### src/rtl/fighter_pkg.sv
// ---------------------------------------------------------------------------
// fighter_pkg
// Shared definitions for the fighter action path: the 3-bit action-state
// encoding (also used for sprite selection) and the default phase lengths,
// which the animation and damage blocks read as well.
// ---------------------------------------------------------------------------
package fighter_pkg;

    // Action-state encoding.
    localparam logic [2:0] ST_IDLE     = 3'd0;
    localparam logic [2:0] ST_WALK     = 3'd1;
    localparam logic [2:0] ST_STARTUP  = 3'd2;
    localparam logic [2:0] ST_ACTIVE   = 3'd3;
    localparam logic [2:0] ST_RECOVERY = 3'd4;
    localparam logic [2:0] ST_BLOCK    = 3'd5;
    localparam logic [2:0] ST_HITSTUN  = 3'd6;

    // Default phase lengths, in game ticks.
    localparam int DEF_CNT_W          = 4;
    localparam int DEF_PUNCH_STARTUP  = 2;
    localparam int DEF_PUNCH_ACTIVE   = 2;
    localparam int DEF_PUNCH_RECOVERY = 4;
    localparam int DEF_KICK_STARTUP   = 4;
    localparam int DEF_KICK_ACTIVE    = 3;
    localparam int DEF_KICK_RECOVERY  = 6;
    localparam int DEF_HITSTUN        = 8;

endpackage

### src/rtl/phase_timer.sv
// ---------------------------------------------------------------------------
// phase_timer
// Down-counter shared by every timed action state. It loads a phase length
// and counts down once per enabled tick. o_done flags the last tick of the
// phase, which is when the count reads 1.
//
// Ports:
//   clk, reset_n   clock, asynchronous active-low reset
//   i_en           game-tick enable
//   i_load         load i_load_val on this tick (takes priority)
//   i_load_val     phase length to load
//   o_done         count == 1, so the phase ends on this tick
// ---------------------------------------------------------------------------
module phase_timer #(
    parameter int CNT_W = 4
) (
    input  logic             clk,
    input  logic             reset_n,
    input  logic             i_en,
    input  logic             i_load,
    input  logic [CNT_W-1:0] i_load_val,
    output logic             o_done
);

    logic [CNT_W-1:0] r_count;

    // NOTE: sequential state is assigned with <= only, so every flop samples
    // the pre-edge values and evaluation order between blocks cannot matter.
    always_ff @(posedge clk or negedge reset_n) begin
        if (!reset_n) begin
            r_count <= '0;
        end else if (i_en) begin
            if (i_load) begin
                r_count <= i_load_val;
            end else if (r_count != '0) begin
                r_count <= r_count - 1'b1;
            end
        end
    end

    assign o_done = (r_count == CNT_W'(1));

endmodule

### src/rtl/fighter_action_ctrl.sv
// ---------------------------------------------------------------------------
// fighter_action_ctrl
// Per-player action sequencer in front of player_move. It arbitrates
// walk/punch/kick/block requests against incoming hits and runs the timed
// attack (STARTUP -> ACTIVE -> RECOVERY) and HITSTUN phases on the game tick
// SCEN. Walking is only requested in WALK, so it is locked out while the
// fighter is attacking, blocking or stunned.
//
// Ports:
//   clk, reset_n          clock, asynchronous active-low reset
//   SCEN                  game-tick enable, one clk wide
//   btn_left/right/punch/kick/block   debounced button levels
//   hit_taken             one-clk hit pulse from the damage logic, any clk
//   move_left/move_right  move requests to player_move
//   hitbox_active         attack is in its ACTIVE phase
//   attack_kick           current/last attack type (0 punch, 1 kick)
//   blocking, stunned     fighter is in BLOCK / HITSTUN
//   state                 action-state encoding (fighter_pkg)
//
// Build option: define INPUT_BUFFER_EN to keep a one-entry attack buffer
// that is filled during RECOVERY and fires as soon as RECOVERY ends.
// ---------------------------------------------------------------------------
module fighter_action_ctrl
    import fighter_pkg::*;
#(
    parameter int CNT_W          = DEF_CNT_W,
    parameter int PUNCH_STARTUP  = DEF_PUNCH_STARTUP,
    parameter int PUNCH_ACTIVE   = DEF_PUNCH_ACTIVE,
    parameter int PUNCH_RECOVERY = DEF_PUNCH_RECOVERY,
    parameter int KICK_STARTUP   = DEF_KICK_STARTUP,
    parameter int KICK_ACTIVE    = DEF_KICK_ACTIVE,
    parameter int KICK_RECOVERY  = DEF_KICK_RECOVERY,
    parameter int HITSTUN        = DEF_HITSTUN
) (
    input  logic       clk,
    input  logic       reset_n,
    input  logic       SCEN,
    input  logic       btn_left,
    input  logic       btn_right,
    input  logic       btn_punch,
    input  logic       btn_kick,
    input  logic       btn_block,
    input  logic       hit_taken,
    output logic       move_left,
    output logic       move_right,
    output logic       hitbox_active,
    output logic       attack_kick,
    output logic       blocking,
    output logic       stunned,
    output logic [2:0] state
);

    logic [2:0] r_state;
    logic       r_hit_pend;
    logic       r_left_q, r_right_q, r_punch_q, r_kick_q;
    logic       r_move_left, r_move_right, r_hitbox, r_attack_kick;
    logic       r_blocking, r_stunned;

    logic [2:0]       w_next_state;
    logic             w_next_kick;
    logic             w_load;
    logic [CNT_W-1:0] w_load_val;
    logic             w_timer_done;
    logic             w_hit;
    logic             w_punch_edge, w_kick_edge;

    function automatic logic [CNT_W-1:0] phase_len(input logic [2:0] st, input logic kick);
        int len;
        case (st)
            ST_STARTUP:  len = kick ? KICK_STARTUP  : PUNCH_STARTUP;
            ST_ACTIVE:   len = kick ? KICK_ACTIVE   : PUNCH_ACTIVE;
            ST_RECOVERY: len = kick ? KICK_RECOVERY : PUNCH_RECOVERY;
            ST_HITSTUN:  len = HITSTUN;
            default:     len = 0;
        endcase
        return CNT_W'(len);
    endfunction

    // A hit arriving on the tick clk itself is consumed on that same edge.
    assign w_hit        = r_hit_pend | hit_taken;
    assign w_punch_edge = btn_punch & ~r_punch_q;
    assign w_kick_edge  = btn_kick  & ~r_kick_q;

`ifdef INPUT_BUFFER_EN
    logic r_buf_valid, r_buf_kick;
    logic w_buf_valid, w_buf_kick;

    // An edge on this very tick overwrites what is stored; punch wins a tie.
    assign w_buf_valid = r_buf_valid | w_punch_edge | w_kick_edge;
    assign w_buf_kick  = (w_punch_edge | w_kick_edge) ? ~w_punch_edge : r_buf_kick;

    // Only kept while RECOVERY continues; RECOVERY exit either uses it or
    // goes to HITSTUN, both of which empty it.
    always_ff @(posedge clk or negedge reset_n) begin
        if (!reset_n) begin
            r_buf_valid <= 1'b0;
            r_buf_kick  <= 1'b0;
        end else if (SCEN) begin
            r_buf_valid <= (r_state == ST_RECOVERY) && !w_hit && !w_timer_done && w_buf_valid;
            r_buf_kick  <= w_buf_kick;
        end
    end
`endif

    // NOTE: every signal written here gets a default first, so no path
    // leaves it unassigned and no latch is inferred.
    always_comb begin
        w_next_state = r_state;
        w_next_kick  = r_attack_kick;
        w_load       = 1'b0;
        case (r_state)
            ST_IDLE, ST_WALK: begin
                if (w_hit) begin
                    w_next_state = ST_HITSTUN;
                    w_load       = 1'b1;
                end else if (btn_block) begin
                    w_next_state = ST_BLOCK;
                end else if (w_punch_edge || w_kick_edge) begin
                    w_next_state = ST_STARTUP;
                    w_next_kick  = ~w_punch_edge;
                    w_load       = 1'b1;
                end else if (btn_left ^ btn_right) begin
                    w_next_state = ST_WALK;
                end else begin
                    w_next_state = ST_IDLE;
                end
            end
            // Hits are absorbed while blocking.
            ST_BLOCK: w_next_state = btn_block ? ST_BLOCK : ST_IDLE;
            ST_STARTUP, ST_ACTIVE, ST_RECOVERY, ST_HITSTUN: begin
                if (w_hit) begin
                    w_next_state = ST_HITSTUN;
                    w_load       = 1'b1;
                end else if (w_timer_done) begin
                    w_load = 1'b1;
                    case (r_state)
                        ST_STARTUP: w_next_state = ST_ACTIVE;
                        ST_ACTIVE:  w_next_state = ST_RECOVERY;
`ifdef INPUT_BUFFER_EN
                        ST_RECOVERY: begin
                            if (w_buf_valid) begin
                                w_next_state = ST_STARTUP;
                                w_next_kick  = w_buf_kick;
                            end else begin
                                w_next_state = ST_IDLE;
                                w_load       = 1'b0;
                            end
                        end
`endif
                        default: begin
                            w_next_state = ST_IDLE;
                            w_load       = 1'b0;
                        end
                    endcase
                end
            end
            default: w_next_state = ST_IDLE;
        endcase
        w_load_val = phase_len(w_next_state, w_next_kick);
    end

    phase_timer #(.CNT_W(CNT_W)) u_phase_timer (
        .clk        (clk),
        .reset_n    (reset_n),
        .i_en       (SCEN),
        .i_load     (w_load),
        .i_load_val (w_load_val),
        .o_done     (w_timer_done)
    );

    // Hit latch runs on every clk so pulses between ticks are never lost.
    always_ff @(posedge clk or negedge reset_n) begin
        if (!reset_n) begin
            r_hit_pend <= 1'b0;
        end else begin
            r_hit_pend <= SCEN ? 1'b0 : (r_hit_pend | hit_taken);
        end
    end

    always_ff @(posedge clk or negedge reset_n) begin
        if (!reset_n) begin
            r_state       <= ST_IDLE;
            r_left_q      <= 1'b0;
            r_right_q     <= 1'b0;
            r_punch_q     <= 1'b0;
            r_kick_q      <= 1'b0;
            r_move_left   <= 1'b0;
            r_move_right  <= 1'b0;
            r_hitbox      <= 1'b0;
            r_attack_kick <= 1'b0;
            r_blocking    <= 1'b0;
            r_stunned     <= 1'b0;
        end else if (SCEN) begin
            r_state       <= w_next_state;
            r_left_q      <= btn_left;
            r_right_q     <= btn_right;
            r_punch_q     <= btn_punch;
            r_kick_q      <= btn_kick;
            // Movement follows WALK one tick later, in the direction that
            // was held when WALK was chosen.
            r_move_left   <= (r_state == ST_WALK) & r_left_q;
            r_move_right  <= (r_state == ST_WALK) & r_right_q;
            r_hitbox      <= (w_next_state == ST_ACTIVE);
            r_attack_kick <= w_next_kick;
            r_blocking    <= (w_next_state == ST_BLOCK);
            r_stunned     <= (w_next_state == ST_HITSTUN);
        end
    end

    assign move_left     = r_move_left;
    assign move_right    = r_move_right;
    assign hitbox_active = r_hitbox;
    assign attack_kick   = r_attack_kick;
    assign blocking      = r_blocking;
    assign stunned       = r_stunned;
    assign state         = r_state;

endmodule
### config.mk
export PLATFORM = sky130hd
export DESIGN_NAME = fighter_action_ctrl
export DESIGN_NICKNAME = d
export VERILOG_FILES = /design/src/rtl/fighter_pkg.sv /design/src/rtl/phase_timer.sv /design/src/rtl/fighter_action_ctrl.sv
export SDC_FILE = /design/constraint.sdc
export NUM_CORES = 1
export LEC_CHECK = 0
export ABC_AREA = 1
export BUFFER_PORTS_ARGS = -buffer_cell sky130_fd_sc_hd__clkbuf_2
export CAP_MARGIN = 30
export CORE_MARGIN = 5
export CORE_UTILIZATION = 50
export CTS_CLUSTER_DIAMETER = 200
export DETAILED_ROUTE_END_ITERATION = 8
export PLACE_DENSITY = 0.81
export SLEW_MARGIN = 30
export SYNTH_ARGS = -nofsm -noshare
export SYNTH_HDL_FRONTEND = slang
export SYNTH_SLANG_ARGS = --single-unit
### constraint.sdc
create_clock -name clk -period 1.95 [get_ports clk]
set_input_delay 0.39 -clock clk [delete_from_list [all_inputs] [get_ports clk]]
set_output_delay 0.39 -clock clk [all_outputs]
set_load 0.01 [all_outputs]
* Yosys cells after proc, flatten, opt, wreduce, memory -nomap -nowiden
Cells that the tools add are included.
** Word-level totals
- Flip-flop bits (word level) :: 18
- Input bits :: 9
- Output and inout bits :: 9
- Logic and storage cells :: 70
** Operators by class
- Add/sub/neg operators :: 1
- Equality and inequality tests :: 12
- Multiplexer cells :: 27
- Bitwise gates (word level) :: 9
- Reduce and logical (&&, ||, !) cells :: 8
** Operators with widths (number)
- $eq A3 B3 Y1 const B :: 6
- $mux W3 :: 6
- $pmux W4 S4 :: 1
- $mux W1 :: 13
- $eq A3 B2 Y1 const B :: 4
- $pmux W3 S3 :: 1
- $mux W4 :: 2
- $pmux W3 S2 :: 1
- $and A1 B1 Y1 :: 4
- $eq A4 B1 Y1 const B :: 1
- $mux W2 :: 2
- $reduce_bool A4 Y1 :: 1
- $reduce_or A2 Y1 :: 2
- $reduce_or A4 Y1 :: 1
- $sub A4 B1 Y4 const B :: 1
- $eq A3 B1 Y1 const B :: 1
- $logic_not A3 Y1 :: 1
- $not A1 Y1 :: 3
- $pmux W1 S2 :: 1
- $reduce_and A2 Y1 :: 1
- $reduce_bool A2 Y1 :: 1
- $logic_or A1 B1 Y1 :: 1
- $or A1 B1 Y1 :: 1
- $xor A1 B1 Y1 :: 1

* Longest topological paths before layout
Gate-level depths: netlist of run 1.
- Word-level depth :: 10
- Depth in mapped cells :: 13
- Mapped depth without buffers :: 13

* Cells and area by module
From an unflattened synthesis of run 1, not the netlist that was laid out.
** Second synthesis, totals
- Cell total of the unflattened synthesis :: 172
- Area total of the unflattened synthesis :: 1193.6 um^2
** Modules (own cells, without submodules)
- fighter_action_ctrl :: times used 1, cells an instance 127, area an instance 885.8 um^2, sequential area each 350.3 um^2
- phase_timer :: times used 1, cells an instance 45, area an instance 307.8 um^2, sequential area each 100.1 um^2

* Least setup slack after synthesis of run 1
No wires, ideal clock.
- Kind :: flip-flop to flip-flop
- Start point :: reg u_phase_timer.r_count[1]
- End point :: reg u_phase_timer.r_count[1]
- Setup time :: 0.073 ns
- Arrival :: 1.431 ns
- Path slack :: 0.446 ns
- Stages on the path, launching flop included :: 13
- Cells stage by stage :: dfrtp_1 -> inv_1 -> ha_1 -> inv_1 -> nor2_1 -> nand2_1 -> nand3_2 -> nand2_2 -> nor2_2 -> nand4_1 -> nand2_1 -> nand2_1 -> a21oi_2
** Between the ends
- Word-level cells in the longest chain between the ends :: 7
- Elaborated cells on any way between the ends :: 18
- Classes of those cells :: 1 x add/sub; 5 x eq/ne; 9 x mux; 3 x reduce/logical
** Ends and longest elaborated chain
- from (decl) :: RTL line phase_timer.sv:25 : logic [CNT_W-1:0] r_count;
- from (signal assigned) :: RTL line phase_timer.sv:34 : r_count <= i_load_val;
- from (signal assigned) :: RTL line phase_timer.sv:36 : r_count <= r_count - 1'b1;
- $eq A4 B1 Y1 :: RTL line phase_timer.sv:41 : assign o_done = (r_count == CNT_W'(1));
- $mux W3 :: RTL line fighter_action_ctrl.sv:134 : end else if (w_timer_done) begin
- $mux W3 :: RTL line fighter_action_ctrl.sv:131 : if (w_hit) begin
- $pmux W3 S3 :: RTL line fighter_action_ctrl.sv:111 : case (r_state)
- $eq A3 B3 Y1 or $eq A3 B2 Y1 (tied branches) :: RTL line fighter_action_ctrl.sv:69 : case (st)
- $pmux W4 S4 :: RTL line fighter_action_ctrl.sv:69
- $mux W4 :: RTL line phase_timer.sv:33 : if (i_load) begin
Parallel ways exist; a longest one is shown, timed or not. The select of a mux whose other input is x is not followed.
A chain may end at the register's enable or synchronous reset.

* Worst setup path after layout of run 1
Ends and elaborated chain as after synthesis.

==> key figures, run 1 <==
Route
  • Remaining antenna violation count: 0
  • WL/cell: 12.4 µm
  • Vias per inst: 5.12
  • Drt pass-1 iters: 4
  • Initial DRC Count: 23
  • Final WL: 2660 µm
  • Remaining DRCs: 0
  • Vias: 1096

Yosys
  • Post-synth EDFFs: 0
  • Most numerous cell in the Yosys netlist: nand2_1
  • Yosys top cell area share: 36.8%
  • Synth warn: 0
  • Leading area contributor after synthesis: dfrtp_1
  • Flip-flop and latch count after synthesis: 18
  • Async SR Flop Fraction: 100%
  • Most used DFF post-synth: dfrtp_1
  • Cells after Synth: 166
  • Syn avg cell area: 7.37 µm²
  • Synth Cell Area: 1220 µm²
  • Top cells by count, synth: nand2_1, inv_1, dfrtp_1, nor2_1, o21ai_0
  • Syn_nets: 178
  • Synth unique cells: 26
  • Synth area leaders: dfrtp_1, nand2_1, inv_1, o21ai_0, nor2_1
  • Sequential area share after synthesis: 36.8%

STA
  • RSZ-0062 raised after global routing: false
  • Final min period: 1.74 ns
  • Slew HR: 69.1%
  • Max Freq: 575 MHz
  • Endpoints failing setup: 0
  • Layout Skew: 0.00299 ns
  • Final hold vios: 0
  • Hold slack final: 0.0105 ns
  • Final period utilization: 89.2%
  • Slew Viols, Final: 0
  • Setup_tns: 0 ns
  • Worst-Margin Slew: 0.463 ns

Status
  • Outcome: finished, final reports clean

Clocking
  • Worst-path clk slew: 0.11 ns
  • Clock buffer depth: 2
  • Clk sinks: 18
  • Clk root buf: clkbuf_4
  • CTS Hold Buffers Added: 0
  • CTS tree: done
  • Total CTS buffers: 3
  • # H-tree levels: 1
  • Worst skew pair latency: 0.30 ns

Pwr
  • Max rail drop VDD: 911 µV
  • Register share of total power: 36.1%
  • Net Sw Power: 739 µW
  • Leak pwr: 0.708 nW
  • Clock share of power: 14.9%
  • Switching part of the total: 46.1%
  • Total Power: 1.60 mW
  • Pwr dens: 1170 nW/µm²
  • Logic pwr share: 49.0%
  • Internal power: 864 µW

Floorplan
  • Std-Cell Rows: 18
  • I/O pin count: 18
  • Initial cell density of the core: 50.8%
  • Die Span X: 59.5 µm
  • Core Area: 2410 µm²
  • Die area: 3540 µm²
  • Die height: 59.5 µm

Finish
  • Layout cells sized above 1: 28.8%
  • Layout overhead on the synthesized area: 11.7%
  • Number of diodes: 0
  • Nets: 197

Global routing
  • Initial antenna violation count: 0
  • Total GRT Usage: 17.5%
  • First-pass GRT wire length: 4660 µm
  • Largest net degree at the start of global routing: 19
  • Gr ovfl total: 0
  • Number of global-route vias before repair: 1100

Worst setup path
  • Critical path class: flip-flop to flip-flop
  • Critical path launch point type: flip-flop
  • Crit end category: flip-flop
  • Critical path data required time: 2.19 ns
  • Crit path DAT: 1.98 ns
  • Crit path max fanout: 5

Placed design
  • Port bufs: 17
  • Hpwl dp: 2120 µm
  • RePlAce Congestion: 0.894

Job
  • Max-cap viol count: 0

Min path
  • Hold crit path type: input port to asynchronous set/reset pin
[through the flow]
step | setup slack [ns] | cells | cell area [µm²] | util [%]
final | 0.211 | 214 | 1370 | 56.7
after global routing | 0.0238 | 214 | 1370 | 56.7
after CTS | 0.176 | 214 | 1360 | 56.6
after detailed placement | 0.215 | 210 | 1330 | 55.1
after global placement | 0.336 | 210 | 1330 | 55.1
after floorplan | 0.446 | 166 | 1220 | -
[critical path, stage by stage (launching register included)]
cell and delay (ns):
dfrtp_1 0.40, inv_1 0.12, ha_1 0.20, inv_1 0.06
nor2_2 0.16, nand2_1 0.09, nand3_2 0.14, nand2_2 0.08
nor2_2 0.11, nand4_1 0.08, nand2_1 0.07, nand2_1 0.05
a21oi_2 0.11
[flip-flops by register name, indices dropped and copies added, names as in the netlist]
signal                 flops
attack_kick                1
move_left                  1
r_kick_q                   1
hitbox_active              1
blocking                   1
move_right                 1
state                      3
r_punch_q                  1
r_hit_pend                 1
r_right_q                  1
u_phase_timer.r_count      4
r_left_q                   1
stunned                    1
[cells by family after synthesis]
family	share of synthesized area, %
XOR/XNOR	1.43
adder cells (fa/ha/maj)	3.07
buffers and inverters	8.59
AND/OR/NAND/NOR	39.0
AO/OA/AOI/OAI	11.1
flip-flops	36.8
[power groups by stage]
stage	clock network, mW	registers (mW)	logic (mW)
3_3_place_gp	0	0.576	0.745
3_5_place_dp	0	0.585	0.782
4_1_cts	0.240	0.577	0.787
2_1_floorplan	0	0.570	0.605
6_report	0.239	0.579	0.786
5_1_grt	0.263	0.595	0.883
[per-layer routing]
layer	vias up	share of wire [%]	global-route usage [%]
li1	557	-	-
met1	503	45	22.2
met2	29	47	28.9
met3	7	5.9	3.05
met4	0	2.4	8.09
met5	-	0	0
[layout make-up]
| type | count | area [µm²] |
|---|---|---|
| fillers | 217 | 1040 |
| inverters | 23 | 86.3 |
| repair buffers | 17 | 85.1 |
| multi-input cells | 122 | 671 |
| flip-flops and latches | 18 | 450 |
| clock buffers | 4 | 36.3 |
| well taps | 30 | 37.5 |
[cell usage in the layout, fill, tap and decap left out, types with 2 or more instances in the layout]
master     n
inv_1     20
inv_2      3
nand2_4    2
clkbuf_4   3
a21oi_2    2
o21ai_0   12
nand2_2    6
nand3_1   11
a21oi_1    2
dfrtp_1   18
o21ai_1    3
nor3_1     2
nand2_1   40
nand3_2    2
clkbuf_2  17
o21ai_2    3
nor2_2    10
nor2_4     2
nand4_1    2
ha_1       3
nor2_1    15
[worst paths after layout]
kind	startpoint	end	slack, ns	cells past startpoint
max	u_phase_timer.r_count[1]	u_phase_timer.r_count[1]	0.21	12
min	reset_n	u_phase_timer.r_count[0]	0.01	1
max reg2reg	u_phase_timer.r_count[1]	u_phase_timer.r_count[1]	0.21	12
min reg2reg	move_left	move_left	0.50	2
max in group asynchronous	reset_n	r_punch_q	1.62	1
min in group clk	btn_kick	r_kick_q	0.32	3
[repair_timing]
| action | in CTS | in global routing |
|---|---|---|
| setup buffers | 0 | 0 |
| endpoints found under the setup margin | 0 | 1 |
| hold endpoints to repair | 0 | 0 |
| gates resized for setup | 0 | 1 |
Note: power is estimated with default switching activity, not from simulation.
==> inputs of run 2 (changes only) <==
--- a/config.mk
+++ b/config.mk
@@ -16,4 +16,5 @@
 export SLEW_MARGIN = 30
 export SYNTH_ARGS = -nofsm -noshare
 export SYNTH_HDL_FRONTEND = slang
+export SYNTH_HIERARCHICAL = 1
 export SYNTH_SLANG_ARGS = --single-unit
==> key figures, run 2 <==
Status
  • Outcome: finished, final reports clean

Pwr
  • Logic pwr share: 52.4% (+3.4 points)
  • Register share of total power: 33.8% (-2.3 points)
  • Pwr dens: 1170 nW/µm² (-0.55%)
  • Clock share of power: 13.8% (-1.1 points)
  • Net Sw Power: 774 µW (+4.6%)
  • Switching part of the total: 45.2% (-0.95 points)
  • Internal power: 940 µW (+8.7%)
  • Max rail drop VDD: 634 µV (-30%)
  • Leak pwr: 0.801 nW (+13%)

STA
  • RSZ-0062 raised after global routing: true
  • Slew Viols, Final: 0 (unchanged)
  • Final min period: 1.91 ns (+0.170 ns)
  • Hold slack final: 0.0167 ns (+0.00621 ns)
  • Final worst setup slack: 0.0419 ns (-0.170 ns)
  • Final hold vios: 0 (unchanged)
  • Final period utilization: 97.9% (+8.7 points)
  • Layout Skew: 0.00163 ns (-0.00136 ns)
  • Worst-Margin Slew: 0.465 ns (+0.00166 ns)
  • Endpoints failing setup: 0 (unchanged)
  • Slew HR: 69.0% (-0.11 points)
  • Max Freq: 524 MHz (-8.9%)

Placed design
  • Port bufs: 17 (unchanged)
  • RePlAce Congestion: 0.948 (+6.0%)
  • Cell Count Post-Placement: 220 (+4.8%)
  • Post-place setup slack: -0.0372 ns (-0.252 ns)
  • Hpwl dp: 2140 µm (+0.86%)

Clocking
  • Clk root buf: clkbuf_4
  • Clk sinks: 18 (unchanged)
  • CTS tree: done
  • Clock buffer depth: 2 (unchanged)
  • CTS Hold Buffers Added: 0 (unchanged)
  • Worst skew pair latency: 0.30 ns (about the same)
  • Total CTS buffers: 3 (unchanged)
  • # H-tree levels: 1 (unchanged)
  • Worst-path clk slew: 0.10 ns (about the same)

Yosys
  • Most numerous cell in the Yosys netlist: nand2_1
  • Synth Area in XOR/XNOR: 0% (-1.4 points)
  • Sequential area share after synthesis: 37.7% (+0.93 points)
  • Most used DFF post-synth: dfrtp_1
  • Post-synthesis mux area share: 0% (unchanged)
  • Synth area leaders: dfrtp_1, nand2_1, inv_1, nor2_1, o21ai_0
  • Leading area contributor after synthesis: dfrtp_1
  • Complex-gate fraction of the synthesized area: 11.2% (+0.071 points)
  • Synth unique cells: 24 (-7.7%)
  • Adder-cell share of the synthesized area: 3.14% (+0.077 points)
  • Synth Area in Simple Gates: 39.1% (+0.14 points)
  • Cells after Synth: 172 (+3.6%)
  • Synth warn: 6 (+6)
  • Post-synth EDFFs: 0 (unchanged)
  • Syn avg cell area: 6.94 µm² (-5.9%)
  • Async SR Flop Fraction: 100% (unchanged)
  • Flip-flop and latch count after synthesis: 18 (unchanged)
  • Largest family of logic cells by synthesized area: simple AND/OR/NAND/NOR gates
  • Syn_nets: 184 (+3.4%)
  • Yosys top cell area share: 37.7% (+0.93 points)
  • Top cells by count, synth: nand2_1, inv_1, dfrtp_1, nor2_1, o21ai_0
  • Synth Cell Area: 1190 µm² (-2.5%)

Worst setup path
  • Crit path max fanout: 5 (unchanged)
  • Critical path data required time: 2.15 ns (-0.04 ns)
  • Critical path launch point type: flip-flop
  • Crit end category: flip-flop
  • Reg2reg path depth: 14 (+2)
  • Critical path class: flip-flop to flip-flop
  • Crit path DAT: 2.11 ns (+0.13 ns)

Job
  • Max-cap viol count: 0 (unchanged)

Floorplan
  • Initial cell density of the core: 52.9% (+2.2 points)
  • I/O pin count: 18 (unchanged)
  • Die height: 58.9 µm (-1.0%)
  • Core Area: 2250 µm² (-6.4%)
  • Std-Cell Rows: 17 (-1)
  • Die Span X: 58.9 µm (-1.0%)
  • Die area: 3460 µm² (-2.0%)

Route
  • Remaining DRCs: 0 (unchanged)
  • WL/cell: 12.4 µm (+0.12%)
  • Remaining antenna violation count: 0 (unchanged)
  • Drt pass-1 iters: 4 (unchanged)
  • Initial DRC Count: 30 (+30%)
  • Final WL: 2850 µm (+7.1%)
  • Vias: 1208 (+10%)
  • Vias per inst: 5.28 (+3.0%)

Finish
  • Nets: 214 (+8.6%)
  • Non-Filler Instances: 229 (+7.0%)
  • Number of flip-flops in the largest register: 4 (unchanged)
  • Commonest non-fill, non-tap cells in the layout: nand2_1, inv_1, dfrtp_1
  • Layout cells sized above 1: 31.3% (+2.5 points)
  • Largest Register: u_phase_timer/r_count
  • Layout overhead on the synthesized area: 23.0%
  • Leading cell type in the layout, fill and taps excluded: nand2_1
  • Final Util: 65.1% (+8.4 points)
  • Number of diodes: 0 (unchanged)
  • Fillers: 200 (-7.8%)

Min path
  • Hold crit path type: input port to asynchronous set/reset pin

Global routing
  • First-pass GRT wire length: 4650 µm (-0.30%)
  • Total GRT Usage: 17.5% (-0.073 points)
  • Gr ovfl total: 0 (unchanged)
  • Largest net degree at the start of global routing: 19 (unchanged)
  • Initial antenna violation count: 0 (unchanged)
  • Number of global-route vias before repair: 1133 (+3.0%)
-- run 2: cell types whose count changed after synthesis, moves of 2 or more --
cell	previous run	this run
nand2_1	40	52
nor2_2	9	5
o31ai_1	0	2
o21ai_1	3	5
a21oi_2	2	0
-- run 2: per-stage QoR --
step | setup TNS, ns | total power [mW] | cell area, µm²
after detailed placement | -0.0592 | 1.36 | 1340
after CTS | 0 | 1.62 | 1400
after global placement | 0 | 1.32 | 1340
after floorplan | 0 | 1.11 | 1190
after global routing | -0.280 | 1.86 | 1470
final | 0 | 1.71 | 1470
-- run 2: timing repair --
action	CTS	global route
setup buffers	1	4
endpoints found under the setup margin	2	4
pin swaps	0	5
resized for setup	2	12
-- run 2: cell type report --
class,count,area [µm²],area share [%]
multi-input combinational,126,688,46.9
sequential,18,450,30.7
timing repair buffer,27,160,10.9
inverter,26,97.6,6.65
clock buffer,4,36.3,2.47
tap,28,35.0,2.39
-- run 2: cell families after synthesis --
logic type / count (synthesis)
simple gates: 99
buf+inv: 28
compound gates: 24
flops: 18
fa+ha+maj: 3
-- run 2: critical path, stage by stage, from the launching register on --
cell	delay (ns)
dfrtp_1	0.41
inv_2	0.06
ha_1	0.12
nor3b_2	0.15
buf_4	0.16
or2_0	0.19
nand2_4	0.08
nand2_4	0.10
nand3_4	0.09
nor2_2	0.09
nand2_1	0.07
nand2_1	0.06
inv_1	0.04
o21ai_1	0.11
o21ai_1	0.07
-- run 2: power by group through the flow --
stage | sequential (mW) | combinational, mW | clock (mW)
2_1_floorplan | 0.578 | 0.536 | 0
3_3_place_gp | 0.568 | 0.750 | 0
3_5_place_dp | 0.577 | 0.781 | 0
4_1_cts | 0.569 | 0.811 | 0.242
5_1_grt | 0.593 | 1.00 | 0.262
6_report | 0.579 | 0.898 | 0.236
-- run 2: worst paths after layout --
path | start | end | slack, ns
worst max-delay path | u_phase_timer/r_count[1] | u_phase_timer/r_count[1] | 0.04
worst min-delay path | reset_n | move_right | 0.02
worst max register to register | u_phase_timer/r_count[1] | u_phase_timer/r_count[1] | 0.04
worst min register to register | move_left | move_left | 0.50
max in group asynchronous | reset_n | r_right_q | 1.62
min in group clk | btn_punch | r_punch_q | 0.33
-- run 2: per-layer routing --
metal	share of wire [%]	vias up	wire length [µm]	GRT usage, %
met2	49	34	1390	30.3
met3	5.1	11	145	3.95
met4	3.2	0	90	9.71
li1	-	599	-	-
met1	43	564	1220	19.6
met5	0	-	0	0
==> inputs of run 3 (changes only) <==
--- a/config.mk
+++ b/config.mk
@@ -12,6 +12,7 @@
 export CORE_UTILIZATION = 50
 export CTS_CLUSTER_DIAMETER = 200
 export DETAILED_ROUTE_END_ITERATION = 8
+export MAX_ROUTING_LAYER = met4
 export PLACE_DENSITY = 0.81
 export SLEW_MARGIN = 30
 export SYNTH_ARGS = -nofsm -noshare
==> key figures, run 3 (synthesis gave the netlist of run 2 again) <==
Status
  • Outcome: finished, final reports clean

Route
  • Remaining antenna violation count: 0 (unchanged)
  • WL/cell: 12.4 µm (unchanged)
  • Initial DRC Count: 30 (unchanged)
  • Vias per inst: 5.28 (unchanged)
  • Vias: 1208 (unchanged)
  • Drt pass-1 iters: 4 (unchanged)
  • Final WL: 2850 µm (unchanged)
  • Remaining DRCs: 0 (unchanged)

Global routing
  • Largest net degree at the start of global routing: 19 (unchanged)
  • Initial antenna violation count: 0 (unchanged)
  • Gr ovfl total: 0 (unchanged)
  • First-pass GRT wire length: 4640 µm (-0.30%)
  • Total GRT Usage: 17.9% (+0.47 points)
  • Number of global-route vias before repair: 1133 (unchanged)

Clocking
  • Worst-path clk slew: 0.10 ns (about the same)
  • CTS tree: done
  • # H-tree levels: 1 (unchanged)
  • Clk sinks: 18 (unchanged)
  • Clk root buf: clkbuf_4
  • Clock buffer depth: 2 (unchanged)
  • Total CTS buffers: 3 (unchanged)
  • Worst skew pair latency: 0.30 ns (about the same)

Worst setup path
  • Crit Reg-Reg Endpoint: u_phase_timer/r_count[1]
  • Reg2Reg Setup Slack: 0.04 ns (about the same)
  • Critical path class: flip-flop to flip-flop
  • R2r startpoint: u_phase_timer/r_count[1]
  • Crit end category: flip-flop
  • Crit path max fanout: 5 (unchanged)
  • Critical path data required time: 2.15 ns (about the same)
  • Critical path launch point type: flip-flop
  • Reg2reg path depth: 14 (unchanged)
  • Crit path DAT: 2.11 ns (about the same)

Finish
  • Number of diodes: 0 (unchanged)
  • Fillers: 200 (unchanged)
  • Layout cells sized above 1: 31.3% (unchanged)
  • Leading cell type in the layout, fill and taps excluded: nand2_1
  • Number of flip-flops in the largest register: 4 (unchanged)
  • Non-Filler Instances: 229 (unchanged)
  • Layout overhead on the synthesized area: 23.0% (unchanged)
  • Nets: 214 (unchanged)
  • Largest Register: u_phase_timer/r_count
  • Commonest non-fill, non-tap cells in the layout: nand2_1, inv_1, dfrtp_1

STA
  • Layout Skew: 0.00163 ns (unchanged)
  • Hold slack final: 0.0167 ns (unchanged)
  • Worst-Margin Slew: 0.465 ns (unchanged)
  • Final min period: 1.91 ns (-0.000000300 ns)
  • Final worst setup slack: 0.0419 ns (+0.000000300 ns)
  • Slew HR: 69.0% (unchanged)
  • Slew Viols, Final: 0 (unchanged)
  • Endpoints failing setup: 0 (unchanged)
  • Max Freq: 524 MHz (unchanged)
  • RSZ-0062 raised after global routing: true
  • Final hold vios: 0 (unchanged)
  • Final period utilization: 97.9% (about the same)

Floorplan
  • Initial cell density of the core: 52.9% (unchanged)
  • Die Span X: 58.9 µm (unchanged)
  • I/O pin count: 18 (unchanged)
  • Die area: 3460 µm² (unchanged)
  • Std-Cell Rows: 17 (unchanged)
  • Die height: 58.9 µm (unchanged)
  • Core Area: 2250 µm² (unchanged)

Pwr
  • Pwr dens: 1170 nW/µm² (about the same)
  • Max rail drop VDD: 634 µV (about the same)
  • Leak pwr: 0.801 nW (unchanged)

Placed design
  • Hpwl dp: 2140 µm (unchanged)
  • Cell Count Post-Placement: 220 (unchanged)
  • Post-place setup slack: -0.0372 ns (unchanged)
  • RePlAce Congestion: 0.965 (+1.8%)
  • Port bufs: 17 (unchanged)

Min path
  • Hold crit path type: input port to asynchronous set/reset pin

Job
  • Max-cap viol count: 0 (unchanged)
[run 3: cell counts in the layout (fill, tap and decap cells not counted)]
Identical to the previous run, type by type.
[run 3: power by group]
part / internal, mW / switching, mW / total [mW]
Clock: 0.114 / 0.122 / 0.236
Combinational: 0.365 / 0.533 / 0.898
Sequential: 0.461 / 0.119 / 0.579
Total: 0.940 / 0.774 / 1.71
[run 3: layout make-up]
cell class / count / area [µm²] / area share (%)
clock buffers: 4 / 36.3 / 2.47
inverters: 26 / 97.6 / 6.65
multi-input cells: 126 / 688 / 46.9
flip-flops and latches: 18 / 450 / 30.7
well taps: 28 / 35.0 / 2.39
repair buffers: 27 / 160 / 10.9
[run 3: repair_timing]
action,in CTS,in global routing
endpoints found under the setup margin,2,4
setup buffers,1,4
hold endpoints to repair,0,0
resized for setup,2,12
pin swaps,0,5
hold buffers,0,0
[run 3: layer usage]
layer	global-route usage, %	part of all wire, %	vias up
li1	-	-	599
met1	19.6	43	564
met2	30.3	49	34
met3	3.73	4.8	11
met4	9.71	3.2	0
met5	-	0	-
[run 3: through the flow]
step / util [%] / total power [mW] / cell area, µm² / setup TNS (ns)
2_1_floorplan: - / 1.11 / 1190 / 0
3_3_place_gp: 59.6 / 1.32 / 1340 / 0
3_5_place_dp: 59.6 / 1.36 / 1340 / -0.0592
4_1_cts: 61.9 / 1.62 / 1400 / 0
5_1_grt: 65.1 / 1.86 / 1470 / -0.280
6_report: 65.1 / 1.71 / 1470 / 0
[run 3: worst max-delay path by stage]
stage	startpoint	cells past startpoint	slack, ns	end
global placement	u_phase_timer/r_count[1]	17	0.04	u_phase_timer/r_count[1]
finish	u_phase_timer/r_count[1]	14	0.04	u_phase_timer/r_count[1]
CTS	u_phase_timer/r_count[1]	16	0.00004	u_phase_timer/r_count[1]
detailed placement	u_phase_timer/r_count[1]	17	-0.04	u_phase_timer/r_count[1]
floorplan	u_phase_timer/r_count[1]	16	0.03	u_phase_timer/r_count[1]
global route	u_phase_timer/r_count[1]	16	-0.11	u_phase_timer/r_count[1]
[run 3: worst max-delay path: stages, from the launching register on]
cell     delay (ns)
dfrtp_1        0.41
inv_2          0.06
ha_1           0.12
nor3b_2        0.15
buf_4          0.16
or2_0          0.19
nand2_4        0.08
nand2_4        0.10
nand3_4        0.09
nor2_2         0.09
nand2_1        0.07
nand2_1        0.06
inv_1          0.04
o21ai_1        0.11
o21ai_1        0.07
